==> src/rtl/param_counter.sv <==
// param_counter: WIDTH-bit up/down/bounce counter with programmable modulo, load, clear and registered tc.
// Optional prescaler: define CNT_PRESCALE_EN to add the presc input and the enable divider.
module param_counter #(
  parameter int unsigned WIDTH      = 8,
  parameter int unsigned PRESCALE_W = 4
) (
  input  logic                  clk,
  input  logic                  rst_n,
  input  logic                  en,
  input  logic                  clr,
  input  logic                  load,
  input  logic [WIDTH-1:0]      load_val,
  input  logic [1:0]            mode,
  input  logic [WIDTH-1:0]      modulo,
`ifdef CNT_PRESCALE_EN
  input  logic [PRESCALE_W-1:0] presc,
`endif
  output logic [WIDTH-1:0]      count,
  output logic                  dir,
  output logic                  tc
);

  typedef enum logic [1:0] {
    MODE_UP     = 2'b00,
    MODE_DOWN   = 2'b01,
    MODE_BOUNCE = 2'b10,
    MODE_HOLD   = 2'b11
  } mode_e;

  mode_e            w_mode;
  logic [WIDTH-1:0] r_count;
  logic [WIDTH-1:0] w_count_nxt;
  logic             r_dir;
  logic             w_dir_nxt;
  logic             r_tc;
  logic             w_tc_nxt;
  logic             w_tick;
  logic             w_step;
  logic             w_at_top;
  logic             w_at_zero;

  assign w_mode    = mode_e'(mode);
  assign w_at_top  = (r_count >= modulo);
  assign w_at_zero = (r_count == '0);
  assign w_step    = en && w_tick && (w_mode != MODE_HOLD);

`ifdef CNT_PRESCALE_EN
  logic [PRESCALE_W-1:0] r_div;
  logic [PRESCALE_W-1:0] w_div_nxt;

  // Exact-match only: lowering presc below r_div makes the divider wrap before ticking.
  always_comb begin
    w_div_nxt = r_div;
    w_tick    = 1'b0;
    if (clr || load) begin
      w_div_nxt = '0;
    end else if (en) begin
      if (r_div == presc) begin
        w_tick    = 1'b1;
        w_div_nxt = '0;
      end else begin
        w_div_nxt = r_div + PRESCALE_W'(1);
      end
    end
  end

  always_ff @(posedge clk or negedge rst_n) begin
    if (!rst_n) begin
      r_div <= '0;
    end else begin
      r_div <= w_div_nxt;
    end
  end
`else
  assign w_tick = 1'b1;
`endif

  always_comb begin
    w_count_nxt = r_count;
    w_dir_nxt   = r_dir;
    w_tc_nxt    = 1'b0;
    if (clr) begin
      w_count_nxt = '0;
      w_dir_nxt   = 1'b1;
    end else if (load) begin
      w_count_nxt = load_val;
    end else if (w_step) begin
      case (w_mode)
        MODE_UP: begin
          w_dir_nxt = 1'b1;
          if (w_at_top) begin
            w_count_nxt = '0;
            w_tc_nxt    = 1'b1;
          end else begin
            w_count_nxt = r_count + WIDTH'(1);
          end
        end
        MODE_DOWN: begin
          w_dir_nxt = 1'b0;
          if (w_at_zero) begin
            w_count_nxt = modulo;
            w_tc_nxt    = 1'b1;
          end else begin
            w_count_nxt = r_count - WIDTH'(1);
          end
        end
        MODE_BOUNCE: begin
          // At top with count==0 implies modulo==0, so the reversal holds at 0.
          if (r_dir && w_at_top) begin
            w_dir_nxt   = 1'b0;
            w_tc_nxt    = 1'b1;
            w_count_nxt = w_at_zero ? '0 : r_count - WIDTH'(1);
          end else if (!r_dir && w_at_zero) begin
            w_dir_nxt   = 1'b1;
            w_tc_nxt    = 1'b1;
            w_count_nxt = (modulo == '0) ? '0 : WIDTH'(1);
          end else if (r_dir) begin
            w_count_nxt = r_count + WIDTH'(1);
          end else begin
            w_count_nxt = r_count - WIDTH'(1);
          end
        end
        default: begin
        end
      endcase
    end
  end

  always_ff @(posedge clk or negedge rst_n) begin
    if (!rst_n) begin
      r_count <= '0;
      r_dir   <= 1'b1;
      r_tc    <= 1'b0;
    end else begin
      r_count <= w_count_nxt;
      r_dir   <= w_dir_nxt;
      r_tc    <= w_tc_nxt;
    end
  end

  assign count = r_count;
  assign dir   = r_dir;
  assign tc    = r_tc;

endmodule

==> config.mk <==
export PLATFORM = sky130hd
export DESIGN_NAME = param_counter
export DESIGN_NICKNAME = d
export VERILOG_FILES = /design/src/rtl/param_counter.sv
export SDC_FILE = /design/constraint.sdc
export NUM_CORES = 1
export LEC_CHECK = 0
export CAP_MARGIN = 5
export CORE_ASPECT_RATIO = 1.1
export CORE_UTILIZATION = 30
export DETAILED_ROUTE_END_ITERATION = 6
export PLACE_DENSITY = 0.56
export SLEW_MARGIN = 30
export SYNTH_ARGS = -nofsm -noshare
export SYNTH_HDL_FRONTEND = slang
export SYNTH_SLANG_ARGS = --single-unit
export TNS_END_PERCENT = 20
==> constraint.sdc <==
create_clock -name clk -period 3.6 [get_ports clk]
set_input_delay 0.72 -clock clk [delete_from_list [all_inputs] [get_ports clk]]
set_output_delay 0.72 -clock clk [all_outputs]
set_load 0.02 [all_outputs]
[Word-level counts from Yosys, hierarchy flattened]
Index checks and enable logic that the tools add are counted.
Storage, ports and cells
  word-level logic and storage cells: 49
  flip-flop bits (word level): 10
  output and inout bits: 10
Operators by class
  add/sub/neg operators: 2
  mux-type cells: 25
  equality and inequality tests: 5
  reduce and logical (&&, ||, !) cells: 13
  magnitude comparators: 1
Operator list (count)
  $mux W8: 9
  $pmux W8 S3: 1
  $logic_not A8 Y1: 2
  $mux W1: 13
  $add A8 B1 Y8 const B: 1
  $ge A8 B8 Y1: 1
  $sub A8 B1 Y8 const B: 1
  $pmux W1 S3: 2
  $reduce_bool A5 Y1: 1
  $ne A2 B2 Y1 const B: 2
  $ne A4 B4 Y1 const B: 1
  $reduce_and A4 Y1: 1
  $reduce_bool A4 Y1: 1
  $logic_and A1 B1 Y1: 3
  $reduce_bool A3 Y1: 1
  $eq A2 B1 Y1 const B: 1
  $eq A2 B2 Y1 const B: 1
  $logic_not A2 Y1: 1
  $reduce_and A2 Y1: 1
  $reduce_bool A2 Y1: 1
  $logic_not A1 Y1: 1

[Depth between registers and ports, before layout]
  word-level depth: 8
  depth in mapped cells: 10

[Worst setup path after synthesis]
Ideal clock, no wire load.
  kind: input port to flip-flop
  start: input port mode[0]
  end: register r_count[7], in the netlist count[7]
  stages on the path: 8
  setup slack: 1208 ps
  data required time: 3454 ps
  setup time: 146 ps
  data arrival time: 2245 ps
  path buffers: 2
  path through: inv_1 > ha_1 > buf_2 > nor2_1 > or2_2 > clkbuf_1 > a2111oi_0 > a211oi_2
On the way
  longest elaborated chain between the ends: 5
RTL lines
  from (decl): RTL line 13  | input logic [1:0] mode,
  $eq A2 B2 Y1 (tied with other cells): RTL line 88  | case (w_mode)
  $pmux W8 S3: RTL line 88
  $mux W8: RTL line 87  | end else if (w_step) begin
  $mux W8: RTL line 85  | end else if (load) begin
  $mux W8: RTL line 82  | if (clr) begin
  to (signal assigned): RTL line 135  | r_count <= w_count_nxt;
  to (decl): RTL line 31  | logic [WIDTH-1:0] r_count;
Parallel ways exist; a longest one is shown, timed or not. The select of a mux whose other input is x is not followed.
A chain may end at the register's enable or synchronous reset.

[Worst setup path in the final report]
  start: input port modulo[6]
  end: register r_count[3], in the netlist count[3]
On the way
  longest elaborated chain between the ends: 7
RTL lines
  from (decl): RTL line 14  | input logic [WIDTH-1:0] modulo,
  $ge A8 B8 Y1 (*): RTL line 43  | assign w_at_top = (r_count >= modulo);
  $logic_and A1 B1 Y1: RTL line 109  | if (r_dir && w_at_top) begin
  $mux W8: RTL line 109
  $pmux W8 S3 (*): RTL line 88
  $mux W8 (*): RTL line 87
  $mux W8 (*): RTL line 85
  $mux W8 (*): RTL line 82
Every way passes the cells marked *; elsewhere a longest branch is shown, timed or not. The select of a mux whose other input is x is not followed.

==> results.toml <==
[outcome]
outcome = "finished, violations left"
violations = "DRC"

[die]
die_h_um = 77.9
initial_core_util = 0.312
rows = 27
io_pins = 33
die_w_um = 71.0
die_area_mm2 = 0.00554
core_region_area_mm2 = 0.00503

[layout]
design_area_mm2 = 0.00196
drive_gt1_frac = 0.0773
post-route-util = 0.390
fillers = 530
antenna_cells = 0
regArea_um2 = 251
fin_nets = 272
multi_input_area_mm2 = 0.00118
area_growth_pct = 24.7

[power]
switching_share = 0.414
fin_total_pwr_mw = 0.549
p_sw_mw = 0.227
p_seq_frac = 0.264
p_clk_frac = 0.232
leakage_nw = 0.799
p_comb_frac = 0.504
irDropWorstVdd_mv = 0.0963
power.density_mw_per_mm2 = 280
p_int_mw = 0.322

[timing]
grt_setup_unrepaired = "false"
post-route-period-util = 0.892
fin_worst_skew_ns = 0.00180
hold_viol = 0
max-slew-margin-rel = 0.595
min_period_ns = 3.21
finalMaxSlewViolations = 0
worst_slew_pin_slew_ns = 0.605
setup_tns_ns = 0
setup_viol = 0
fmax_ghz = 0.312
fin_hold_ws_ns = 0.624

[logic_synthesis]
synth_flop_cell = "dfrtp_1"
synth_common_cells = "inv_1 (19), a21oi_1 (15), ha_1 (15)"
yosysWarningCount = 0
synth_fp_nets = 246
ys_seq_area_frac = 0.160
yosysMostFrequentCell = "inv_1"
syn_area_mm2 = 0.00157
post-synth-top-area-cell = "dfrtp_1"
ys_top_cells_by_area = "dfrtp_1 (14%), ha_1 (12%), a21oi_1 (4.8%), inv_1 (4.5%), xnor2_1 (3.9%)"
synth.top_cell.area_share = 0.143
syn_area_per_cell_um2 = 7.56
synth_edf_count = 0
syn_inst = 208
ys_ff_latch = 10
ys_types = 53
async_flop_share = 1.00

[routing]
drc_errors = 3
drtAntennaViolNets = 0
wire_per_inst_um = 17.0
via_per_inst = 5.78
vias = 1682
drt_first_pass_iters = 6
wirelength_mm = 4.94
drt-initial-drc-count = 144

[worst_setup_path]
rr_worst_depth = 7
critPathLaunchType = "input pin"
end_kind = "register"
reg2reg_slack_ns = 0.89
arrival_ns = 3.30
cp_max_fo = 8
worstPathRequired_ns = 3.69
worstSetupPathType = "in2reg"

[grt]
grt_use_total = 0.189
grt_pass1_vias = 1700
grt_pass1_wl_mm = 8.24
grt_max_degree = 17
globalRouteOverflowTotal = 0
antenna_found_initial = 0

[flow_run]
cap_violations = 0

[hold_path]
hold_path_class = "reg2reg"
min_path_cells = 2

[clocking]
clkLatencyLatePin_ns = 0.24
postCtsSetupBuffers = 0
cts_hold_buf = 0
root_buffer = "clkbuf_8"
cts_tree = "done"
htree_num_levels = 1
clk_pin_slew_ns = 0.05
cts_made_buffers = 3
clock_path_buffers = 2
cts.sinks = 10
post_cts_resized = 0

[placed_design]
io_buffers = 32
gp_congestion = 0.837
place_hpwl_mm = 3.71
postPlaceCellArea_mm2 = 0.00192
==> per-stage QoR <==
stage	setup WS, ns	std cells
after global routing	0.317	291
after global placement	0.251	287
final	0.390	291
after CTS	0.464	291
after floorplan	1.21	208
after detailed placement	0.223	287
==> layout make-up <==
class / instances / area share
sequential: 10 / 0.128
timing repair buffer: 34 / 0.171
multi-input combinational: 166 / 0.604
clock buffer: 4 / 0.0230
tap: 58 / 0.0370
inverter: 19 / 0.0364
==> worst max-delay path: stages <==
cell and delay (ns):
clkdlybuf4s50_1 0.52, inv_1 0.06, ha_1 0.30, and3_1 0.21
a221oi_1 0.54, nand2_1 0.32, o21a_1 0.31, o211ai_1 0.23
a211oi_2 0.11
==> flip-flops by register name, summed over array words and instances, names as in the netlist <==
register	flops
count	8
dir	1
tc	1
==> kinds of logic after synthesis <==
group                    count (synthesis)  share of synthesized area
adder cells (fa/ha/maj)                 15                      0.119
buffers and inverters                   32                     0.0867
multiplexers                             2                     0.0167
AO/OA/AOI/OAI                           71                      0.321
flip-flops                              10                      0.160
XOR/XNOR                                 9                     0.0501
AND/OR/NAND/NOR                         69                      0.247
==> power by group through the flow <==
stage | logic (mW) | clock network, mW | registers, mW
after floorplan | 0.186 | 0 | 0.144
after global placement | 0.273 | 0 | 0.148
after detailed placement | 0.273 | 0 | 0.147
after CTS | 0.275 | 0.129 | 0.145
after global routing | 0.307 | 0.135 | 0.147
final | 0.277 | 0.128 | 0.145
==> path summary, 6_finish.rpt <==
path | to | from
setup / recovery | count[3] | modulo[6]
hold / removal | count[6] | dir
setup reg to reg | count[3] | count[5]
hold reg to reg | count[6] | dir
max in group asynchronous | dir | rst_n
min in group asynchronous | count[0] | rst_n
==> metal layers <==
layer | share of wire | GRT usage | vias up | wire length, µm
met4 | 0.014 | 0.0780 | 0 | 70
met1 | 0.46 | 0.250 | 794 | 2260
li1 | - | - | 822 | -
met5 | 0 | 0 | - | 0
met3 | 0.048 | 0.0208 | 6 | 236
met2 | 0.48 | 0.312 | 60 | 2370
==> cells in the final DEF, fill, tap and decap left out, types with 2 or more instances in the layout <==
cell,n
a211oi_1,4
a211oi_2,4
a21o_1,2
a21oi_1,15
a221o_1,2
a221oi_1,3
a31oi_1,2
a41oi_1,2
and3_1,3
buf_4,2
clkbuf_8,3
clkdlybuf4s50_1,32
dfrtp_1,9
ha_1,15
inv_1,19
nand2_1,11
nand2b_1,5
nand3_1,10
nand3b_1,2
nor2_1,10
nor2b_1,3
nor3_1,8
nor4_1,3
o211ai_1,6
o21a_1,2
o21ai_0,8
o21ai_1,6
o22a_1,2
o31ai_1,6
or3_1,4
xnor2_1,7
xor2_1,2
Power figures use the tool's default switching activity.
